**config.mk**
```make
export PLATFORM = sky130hd
export DESIGN_NAME = wave_seq_ctrl
export DESIGN_NICKNAME = d
export VERILOG_FILES = /design/src/rtl/wave_seq_pkg.sv /design/src/rtl/wave_seq_ctrl_step.sv /design/src/rtl/wave_seq_ctrl.sv
export SDC_FILE = /design/constraint.sdc
export NUM_CORES = 1
export LEC_CHECK = 0
export CAP_MARGIN = 20
export CORE_UTILIZATION = 50
export CTS_BUF_LIST = sky130_fd_sc_hd__clkbuf_2 sky130_fd_sc_hd__clkbuf_4 sky130_fd_sc_hd__clkbuf_8
export DETAILED_ROUTE_END_ITERATION = 12
export GPL_TIMING_DRIVEN = 0
export HOLD_SLACK_MARGIN = 0.06
export MAX_ROUTING_LAYER = met4
export PLACE_DENSITY = 0.71
export SYNTH_ARGS = -nofsm -noshare
export SYNTH_HDL_FRONTEND = slang
export SYNTH_HIERARCHICAL = 1
export SYNTH_SLANG_ARGS = --single-unit
export TNS_END_PERCENT = 10
```
**constraint.sdc**
```tcl
create_clock -name clk -period 4.3 [get_ports clk]
set_clock_uncertainty 0.15 [all_clocks]
set_input_delay 1.075 -clock clk [delete_from_list [all_inputs] [get_ports clk]]
set_output_delay 1.075 -clock clk [all_outputs]
set_load 0.02 [all_outputs]
```
**src/rtl/wave_seq_pkg.sv**
```systemverilog
`default_nettype none
// ============================================================================
//  Module   : wave_seq_pkg
//  Purpose  : Shared types and reset constants for the triangle-wave
//             sequencer (state encoding, default run configuration).
//  Ports    : none (package)
//  Revision : 1.0 - initial release
// ============================================================================
package wave_seq_pkg;

    // Sequencer states, 2-bit encoding.
    typedef enum logic [1:0] {
        ST_IDLE = 2'd0,
        ST_RISE = 2'd1,
        ST_FALL = 2'd2
    } state_t;

    // Default configuration loaded at reset. The default peak is all-ones
    // at whatever WIDTH the controller is built with, so it is formed there.
    localparam int unsigned c_RST_STEP   = 1;
    localparam int unsigned c_RST_CYCLES = 0;

endpackage
`default_nettype wire

```
**src/rtl/wave_seq_ctrl_step.sv**
```systemverilog
`default_nettype none
// ============================================================================
//  Module   : wave_step_unit
//  Purpose  : Combinational saturating step of the triangle sample.
//             Rising : wave+step clamped to peak (compare done in WIDTH+1
//                      bits so the sum never wraps).
//             Falling: wave-step clamped to 0.
//  Ports    : i_wave     current sample
//             i_step     step size
//             i_peak     clamp value while rising
//             i_down     1 = falling direction
//             o_wave_nxt next sample
//             o_hit      clamp reached (peak while rising, 0 while falling)
//  Revision : 1.0 - initial release
// ============================================================================
module wave_step_unit #(
    parameter int WIDTH = 5
) (
    input  logic [WIDTH-1:0] i_wave,
    input  logic [WIDTH-1:0] i_step,
    input  logic [WIDTH-1:0] i_peak,
    input  logic             i_down,
    output logic [WIDTH-1:0] o_wave_nxt,
    output logic             o_hit
);

    logic [WIDTH:0] w_sum;

    assign w_sum = {1'b0, i_wave} + {1'b0, i_step};

    always_comb begin
        o_hit      = 1'b0;
        o_wave_nxt = i_wave;
        if (i_down) begin
            o_hit      = (i_wave <= i_step);
            o_wave_nxt = o_hit ? '0 : (i_wave - i_step);
        end else begin
            o_hit      = (w_sum >= {1'b0, i_peak});
            o_wave_nxt = o_hit ? i_peak : w_sum[WIDTH-1:0];
        end
    end

endmodule
`default_nettype wire

```
**src/rtl/wave_seq_ctrl.sv**
```systemverilog
`default_nettype none
// ============================================================================
//  Module   : wave_seq_ctrl
//  Purpose  : Programmable triangle-wave sequencer. Holds peak/step/cycle
//             configuration behind a valid/ready port (accepted in IDLE
//             only) and drives a saturating rise/fall triangle on 'wave'.
//  Ports    : clk, rst            clock, async active-high reset
//             cfg_valid/ready     configuration handshake
//             cfg_peak/step/cycles configuration word
//             cfg_err             1-cycle pulse, config rejected (zero field)
//             start, stop, pause  run control
//             wave                registered sample
//             falling, busy       state indicators
//             done                1-cycle pulse when a run ends
//  Revision : 1.0 - initial release
// ============================================================================
module wave_seq_ctrl
    import wave_seq_pkg::*;
#(
    parameter int WIDTH = 5,
    parameter int CNT_W = 8
) (
    input  logic             clk,
    input  logic             rst,
    input  logic             cfg_valid,
    output logic             cfg_ready,
    input  logic [WIDTH-1:0] cfg_peak,
    input  logic [WIDTH-1:0] cfg_step,
    input  logic [CNT_W-1:0] cfg_cycles,
    output logic             cfg_err,
    input  logic             start,
    input  logic             stop,
    input  logic             pause,
    output logic [WIDTH-1:0] wave,
    output logic             falling,
    output logic             busy,
    output logic             done
);

    state_t           r_state;
    state_t           w_state_nxt;
    logic [WIDTH-1:0] r_wave;
    logic [CNT_W-1:0] r_cnt;
    logic             r_stop_pend;
    logic             r_done;
    logic             r_cfg_err;
    logic [WIDTH-1:0] r_peak;
    logic [WIDTH-1:0] r_step;
    logic [CNT_W-1:0] r_cycles;

    logic [WIDTH-1:0] w_step_nxt;
    logic             w_step_hit;
    logic             w_cfg_acc;
    logic             w_cfg_ok;
    logic [CNT_W-1:0] w_cnt_inc;
    logic             w_run_end;

    wave_step_unit #(
        .WIDTH (WIDTH)
    ) u_step (
        .i_wave     (r_wave),
        .i_step     (r_step),
        .i_peak     (r_peak),
        .i_down     (r_state == ST_FALL),
        .o_wave_nxt (w_step_nxt),
        .o_hit      (w_step_hit)
    );

    assign w_cfg_acc = cfg_valid && (r_state == ST_IDLE);
    assign w_cfg_ok  = (cfg_peak != '0) && (cfg_step != '0);
    assign w_cnt_inc = r_cnt + 1'b1;
    // Continuous mode (cycles==0) never ends on count; the counter just wraps.
    assign w_run_end = r_stop_pend || ((r_cycles != '0) && (w_cnt_inc == r_cycles));

    // ---------------- state register ----------------
    always_ff @(posedge clk or posedge rst) begin
        if (rst) begin
            r_state <= ST_IDLE;
        end else begin
            r_state <= w_state_nxt;
        end
    end

    // ---------------- next-state logic ----------------
    always_comb begin
        w_state_nxt = r_state;
        case (r_state)
            ST_IDLE: begin
                if (start) begin
                    w_state_nxt = ST_RISE;
                end
            end
            ST_RISE: begin
                if (!pause && w_step_hit) begin
                    w_state_nxt = ST_FALL;
                end
            end
            ST_FALL: begin
                if (!pause && w_step_hit) begin
                    w_state_nxt = w_run_end ? ST_IDLE : ST_RISE;
                end
            end
            default: w_state_nxt = ST_IDLE;
        endcase
    end

    // ---------------- state-decoded outputs ----------------
    always_comb begin
        cfg_ready = (r_state == ST_IDLE);
        busy      = (r_state == ST_RISE) || (r_state == ST_FALL);
        falling   = (r_state == ST_FALL);
    end

    // ---------------- datapath, counter, config ----------------
    always_ff @(posedge clk or posedge rst) begin
        if (rst) begin
            r_wave      <= '0;
            r_cnt       <= '0;
            r_stop_pend <= 1'b0;
            r_done      <= 1'b0;
            r_cfg_err   <= 1'b0;
            r_peak      <= '1;
            r_step      <= WIDTH'(c_RST_STEP);
            r_cycles    <= CNT_W'(c_RST_CYCLES);
        end else begin
            r_done    <= 1'b0;
            r_cfg_err <= 1'b0;

            // Config lands on the same edge as a start, so it governs that run.
            if (w_cfg_acc) begin
                if (w_cfg_ok) begin
                    r_peak   <= cfg_peak;
                    r_step   <= cfg_step;
                    r_cycles <= cfg_cycles;
                end else begin
                    r_cfg_err <= 1'b1;
                end
            end

            case (r_state)
                ST_IDLE: begin
                    // A stop presented alongside start is dropped here.
                    if (start) begin
                        r_wave      <= '0;
                        r_cnt       <= '0;
                        r_stop_pend <= 1'b0;
                    end
                end
                ST_RISE, ST_FALL: begin
                    if (stop) begin
                        r_stop_pend <= 1'b1;
                    end
                    if (!pause) begin
                        r_wave <= w_step_nxt;
                        if ((r_state == ST_FALL) && w_step_hit) begin
                            r_cnt <= w_cnt_inc;
                            if (w_run_end) begin
                                r_done <= 1'b1;
                            end
                        end
                    end
                end
                default: ;
            endcase
        end
    end

    assign wave    = r_wave;
    assign done    = r_done;
    assign cfg_err = r_cfg_err;

endmodule
`default_nettype wire

```
==> results of run 1 <==
-- cell usage after synthesis (2+ instances only) --
library cell / number / share of area
dfrtp_1: 30 / 0.29
inv_1: 21 / 0.030
ha_1: 20 / 0.096
nand2_1: 15 / 0.022
o21ai_0: 15 / 0.029
nor2_1: 13 / 0.019
mux2_4: 10 / 0.058
a22o_1: 9 / 0.030
mux2_2: 9 / 0.039
xnor2_1: 9 / 0.030
a21oi_1: 8 / 0.015
nor3_1: 7 / 0.013
dfstp_2: 6 / 0.061
xor2_1: 6 / 0.020
a21o_1: 4 / 0.012
mux2i_1: 4 / 0.015
nand2b_1: 4 / 0.0096
clkbuf_1: 3 / 0.0043
nand3_1: 3 / 0.0058
nor2b_1: 3 / 0.0072
o22ai_1: 3 / 0.0072
o31ai_1: 3 / 0.0086
o32ai_1: 3 / 0.010
or3_1: 3 / 0.0072
a2111oi_4: 2 / 0.021
a221o_1: 2 / 0.0077
and3_1: 2 / 0.0048
fa_1: 2 / 0.015
nand3b_1: 2 / 0.0058
nor4_1: 2 / 0.0048
o21a_1: 2 / 0.0058
or4_1: 2 / 0.0058
-- where the power goes --
part,internal (mW),total [mW],switching (mW)
clock,0.143,0.263,0.119
sequential,0.485,0.628,0.143
combinational,0.827,1.65,0.828
total,1.45,2.54,1.09
-- worst reg2reg max path, delay by kind of cell (launching register included) --
kind	cells	cell delay [ns]
fa+ha+maj	2	0.60
simple gates	5	0.74
buf+inv	1	0.13
compound gates	8	1.88
flops	1	0.43
-- state kept, by name, summed over array words and instances, names as in the netlist --
name	cells
r_cycles	8
done	1
cfg_err	1
r_state	2
wave	5
r_cnt	8
r_stop_pend	1
r_step	5
r_peak	5
-- cell type report --
| type | instances | area [µm²] |
|---|---|---|
| Fill cell | 429 | 1743 |
| Sequential cell | 36 | 908.4 |
| Multi-Input combinational cell | 188 | 1570 |
| Tap cell | 67 | 83.83 |
| Timing Repair Buffer | 34 | 345.3 |
| Buffer | 8 | 52.55 |
| Clock buffer | 8 | 97.59 |
| Inverter | 21 | 78.83 |
-- stage by stage --
stage,hold WS (ns),instances
final,0.3574,362
after global routing,0.3920,362
after CTS,0.3626,362
after detailed placement,0.3507,354
after global placement,0.3424,353
after floorplan,0.3197,253
-- worst max-delay path by stage --
stage | start | cells past startpoint | slack (ns) | endpoint
after floorplan | wave[1]$_DFFE_PP0P_ | 15 | 0.54 | r_state[0]$_DFFE_PP0P_
after global placement | r_step[0]$_DFFE_PP1P_ | 15 | 0.34 | r_cnt[4]$_DFFE_PP0P_
after detailed placement | r_step[0]$_DFFE_PP1P_ | 14 | 0.31 | r_state[0]$_DFFE_PP0P_
after CTS | r_step[0]$_DFFE_PP1P_ | 14 | 0.27 | r_state[0]$_DFFE_PP0P_
after global routing | r_step[1]$_DFFE_PP0P_ | 16 | 0.01 | r_state[0]$_DFFE_PP0P_
final | r_step[1]$_DFFE_PP0P_ | 16 | 0.25 | r_state[0]$_DFFE_PP0P_
-- routing by layer --
layer,vias up,part of all wire,track usage
li1,1001,-,-
met4,0,0.0083,0.05342
met3,6,0.033,0.04472
met5,-,0,-
met2,48,0.45,0.3354
met1,976,0.51,0.3168
-- placed cells by master, fill, tap and decap left out, types with 4 or more instances in the layout --
cell / netlist / layout
a21o_1: 4 / 4
a21oi_1: 8 / 8
a22o_1: 9 / 9
clkbuf_8: 0 / 6
clkdlybuf4s50_1: 0 / 33
dfrtp_1: 30 / 30
dfstp_2: 6 / 6
ha_1: 20 / 20
inv_1: 21 / 21
mux2_2: 9 / 9
mux2_4: 10 / 10
mux2i_1: 4 / 4
nand2_1: 15 / 15
nand2b_1: 4 / 4
nor2_1: 13 / 13
nor3_1: 7 / 6
o21ai_0: 15 / 15
xnor2_1: 9 / 9
xor2_1: 6 / 6
-- cell families after synthesis --
kind of cell / after synthesis
DFF: 36
AOI/OAI and AO/OA: 63
and+or+nand+nor: 65
muxes: 23
adders and majority gates: 22
buffers and inverters: 29
xor gates and xnor gates: 15
==> metrics.txt, run 1 <==
status complete, no violations; Final Util 0.6428; critical path peak fanout 7; DIE WIDTH 74.18 µm; share of synthesized cell area in and, or, nand and nor gates 0.1369; Synth Area in Compound Gates 0.1902; Placement Setup Slack around 0.31 ns; kind of critical path flip-flop to flip-flop; I/O pin count 34; cells along the critical path inv_1, ha_1, nand2b_4, a21oi_1, nor3_1, or2_2, ha_1, o21a_1, o21ai_0, o211ai_4, o22a_2, nor2b_1, o21ai_1, nor2_1, a221o_1, o31a_1; syn nets approximately 300; Max transition margin 0.3758; CP max stage cell dfrtp_1; total gr overflow 0; first-pass GRT wire length 9080 µm; share of layout cells above drive strength 1 0.1661; Diodes inserted 0; DR DRC count 0; Initial Utilization 0.5338; Synth Area in XOR/XNOR 0.05043; Hold Crit Class flip-flop to flip-flop; CTS H-tree lvls 2; crit start category flip-flop; CTS Buffer Depth 2; Detailed Routing Iterations Pass 1 4; Setup TNS Final 0 ns; endpoint arrival time on the critical path approximately 4.1 ns; crit share post-route 0.9410; clock sinks 36; Layout area overhead 20.41%; worst reg2reg endpoint r_state[0]$_DFFE_PP0P_; Skew-Pair Late Insertion Delay 0.29 ns; post-CTS setup buffer count 0; Finish-stage setup viols 0; Achievable Freq 0.2471 GHz; cells after synthesis 253; Synth Area in Adders 0.1114; Cell Area, Placed roughly 3000 µm²; DP Wirelength 4111 µm; Yosys Warn Count 6; Std-Cell Rows 25; largest net degree at the start of global routing 25; Hold Crit Start r_cnt[7]$_DFFE_PP0P_; Routed WL 5279 µm; initial antenna violation count 0; nets 340; number of port buffers 33; Synth async-reset ratio 1.000; DR WL/cell roughly 15 µm; Hold Vio Cnt, Final 0; hold_buf cts 0; Total Power 2.545 mW; sequential share of the synthesized area 0.3487; R2R Path Start r_step[1]$_DFFE_PP0P_; die area 5503 µm²; Final Instance Area 3137 µm²; Core Region around 5000 µm²; endpoint of the worst hold path r_cnt[7]$_DFFE_PP0P_; All-Layer GR Usage 0.2259; Power Dens Cells ~810 nW/µm²; crit-path leading delay family compound AO/OA/AOI/OAI gates; worst setup margin about 0.25 ns; synth unique cells between 50 and 60; Max-Cap Viols 0; largest family of logic cells by synthesized area compound AO/OA/AOI/OAI gates; post-CTS sizing 0; WP buf/inv 1; CTS buffer count 5; clk slew on worst S/H paths 0.07 ns; Die Y 74.18 µm; RSZ-0062 raised after global routing false; Avg Cell Area, Syn 10.30 µm²; Slew @ Worst Pin 0.9353 ns; root buf cell clkbuf_8; Final min period 4.046 ns; predominant post-synthesis flop cell dfrtp_1; R2R Setup Slk 0.25 ns; RePlAce Congestion 0.8016; Max VDD drop 0.4094 mV; CTS tree yes; Detailed Route Iter0 Violations between 100 and 150; CP dominant cell by count ha_1; CP endpoint kind flip-flop; Via Count 2,031; worst reg-to-reg path cell count 16; WHS Path Cells 1; P_leak approximately 1.4 nW; vias in the first global route 1,875; Yosys reg bits 36; Worst Path Required about 4.3 ns; max-slew violations 0; mux share of post-synthesis cell area 0.1119; vias per cell 5.610; EDFF count, synth 0; Critical Path Max Stage Delay 0.43 ns; Final ANT Viol Nets 0; area of the mapped netlist 2605 µm²
Note: power is estimated with default switching activity, not from simulation.
==> run 2: changes to the inputs <==
--- a/config.mk
+++ b/config.mk
@@ -12,7 +12,7 @@
 export GPL_TIMING_DRIVEN = 0
 export HOLD_SLACK_MARGIN = 0.06
 export MAX_ROUTING_LAYER = met4
-export PLACE_DENSITY = 0.71
+export PLACE_DENSITY_LB_ADDON = 0.3
 export SYNTH_ARGS = -nofsm -noshare
 export SYNTH_HDL_FRONTEND = slang
 export SYNTH_HIERARCHICAL = 1
==> run 2 against run 1 <==
  * Global-route usage hardly changed
  * Worst setup slack better by 0.064 ns
  * Via count is 0.49% lower
  * Sequential power is essentially flat
  * Sequential share of layout area fell by 0.13 points
  * Register-to-register slack better by 0.06 ns
  * Non-clock buffer count stayed put
  * Highest routed layer unchanged
==> metrics.txt, run 2 (synthesized netlist as in run 1, its figures left out) <==
status complete, no violations; Core Region 4880 µm² (unchanged); clock sinks 36 (unchanged); Std-Cell Rows 25 (unchanged); DR WL/cell 14.64 µm (+0.42%); Hold Crit Class flip-flop to flip-flop; worst reg-to-reg path cell count 16 (unchanged); R2R Setup Slk 0.32 ns (+0.06 ns); crit share post-route 0.9261 (-0.01489); Max transition margin 0.4915 (+0.1158); WHS Path Cells 1 (unchanged); Max VDD drop 0.4561 mV (+11%); RSZ-0062 raised after global routing false; Cell Area, Placed 3047 µm² (+0.41%); Via Count 2,021 (-0.49%); CTS Buffer Depth 2 (unchanged); largest net degree at the start of global routing 20 (-20%); commonest non-fill, non-tap cell in the layout clkdlybuf4s50_1; Achievable Freq 0.2511 GHz (+1.6%); Slew @ Worst Pin 0.7619 ns (-0.1735 ns); crit start category flip-flop; first-pass GRT wire length 9101 µm (+0.23%); I/O pin count 34 (unchanged); Skew-Pair Late Insertion Delay 0.29 ns (about the same); CP endpoint kind flip-flop; Hold Vio Cnt, Final 0 (unchanged); root buf cell clkbuf_8; most frequent cells in the layout clkdlybuf4s50_1, dfrtp_1, inv_1; P_leak 1.406 nW (+0.32%); Max-Cap Viols 0 (unchanged); Routed WL 5301 µm (+0.42%); Finish-stage setup viols 0 (unchanged); clk slew on worst S/H paths 0.08 ns (about the same); Final ANT Viol Nets 0 (unchanged); share of layout cells above drive strength 1 0.1627 (-0.003390); Die Y 74.18 µm (unchanged); All-Layer GR Usage 0.2258 (about the same); total gr overflow 0 (unchanged); Setup TNS Final 0 ns (unchanged); Multi-input gate area 1565 µm² (-0.32%); endpoint of the worst hold path r_cnt[7]$_DFFE_PP0P_; placed cell count 354 (unchanged); Final Instance Area 3151 µm² (+0.44%); vias in the first global route 2,001 (+6.7%); post-CTS setup buffer count 0 (unchanged); R2R Path Start r_step[1]$_DFFE_PP0P_; critical path peak fanout 7 (unchanged); Initial Utilization 0.5338 (unchanged); post-CTS sizing 0 (unchanged); DP Wirelength 4150 µm (+0.94%); DR DRC count 0 (unchanged); number of port buffers 33 (unchanged); Reg area 908.4 µm² (unchanged); Detailed Route Iter0 Violations 92 (-29%); endpoint arrival time on the critical path 4.02 ns (-0.05 ns); Largest regs r_cnt x8, r_cycles x8; worst reg2reg endpoint r_state[0]$_DFFE_PP0P_; DIE WIDTH 74.18 µm (unchanged); Hold Crit Start r_cnt[7]$_DFFE_PP0P_; Diodes inserted 0 (unchanged); Layout area overhead 20.94%; Power Dens Cells 808.1 nW/µm² (-0.40%); vias per cell 5.583 (-0.49%); hold_buf cts 0 (unchanged); die area 5503 µm² (unchanged); nets 340 (unchanged); Final min period 3.982 ns (-0.06403 ns); initial antenna violation count 0 (unchanged); RePlAce Congestion 0.8502 (+6.1%); CTS tree yes; CTS buffer count 5 (unchanged); Hold WS 0.3629 ns (+0.005578 ns); Finished Layout Cells 362 (unchanged); Worst Path Required 4.33 ns (about the same); CTS H-tree lvls 2 (unchanged); kind of critical path flip-flop to flip-flop; total of fill cells in the finished design 405 (-5.6%); max-slew violations 0 (unchanged); Detailed Routing Iterations Pass 1 4 (unchanged)
[run 2: worst max-delay path by stage]
stage,from,cells past startpoint,endpoint,slack (ns)
floorplan,wave[1]$_DFFE_PP0P_,15,r_state[0]$_DFFE_PP0P_,0.54
global placement,r_step[0]$_DFFE_PP1P_,14,r_state[0]$_DFFE_PP0P_,0.35
detailed placement,r_step[1]$_DFFE_PP0P_,16,r_state[0]$_DFFE_PP0P_,0.32
CTS,r_step[1]$_DFFE_PP0P_,16,r_state[0]$_DFFE_PP0P_,0.32
global route,r_step[0]$_DFFE_PP1P_,14,r_cnt[6]$_DFFE_PP0P_,0.05
finish,r_step[1]$_DFFE_PP0P_,16,r_state[0]$_DFFE_PP0P_,0.32
[run 2: stage by stage]
stage / utilization / power, mW / worst slack, ns
floorplan: - / 1.911 / 0.5394
global placement: 0.6187 / 2.233 / 0.3506
detailed placement: 0.6244 / 2.271 / 0.3179
CTS: 0.6456 / 2.553 / 0.3161
global route: 0.6456 / 2.757 / 0.04511
finish: 0.6456 / 2.546 / 0.3176
[run 2: cell type report]
type	instances	share of cell area
flip-flops and latches	36	0.2883
repair buffers	34	0.1136
clock buffers	8	0.03296
inverters	21	0.02502
plain buffers	8	0.01668
multi-input cells	188	0.4968
well taps	67	0.02661
[run 2: layer usage]
layer | vias to the layer above | share of wire | GRT usage
met5 | - | 0 | -
met3 | 7 | 0.032 | 0.04065
li1 | 989 | - | -
met2 | 36 | 0.46 | 0.3667
met4 | 0 | 0.011 | 0.05769
met1 | 989 | 0.49 | 0.2910
[run 2: worst max-delay path, cell delays in order (launching register included)]
cell	delay (ns)
dfrtp_1	0.43
inv_1	0.13
ha_1	0.32
nand2b_4	0.15
a21oi_1	0.19
nor3_1	0.08
or2_2	0.28
ha_1	0.28
o21a_1	0.10
o21ai_0	0.27
o211ai_4	0.17
o22a_2	0.28
nor2b_1	0.13
o21ai_1	0.30
nor2_1	0.07
a221o_1	0.30
o31a_1	0.24
[run 2: report_power, final]
part	internal [mW]	total, mW	switching [mW]
Sequential	0.485	0.628	0.144
Clock	0.153	0.274	0.121
Combinational	0.828	1.64	0.816
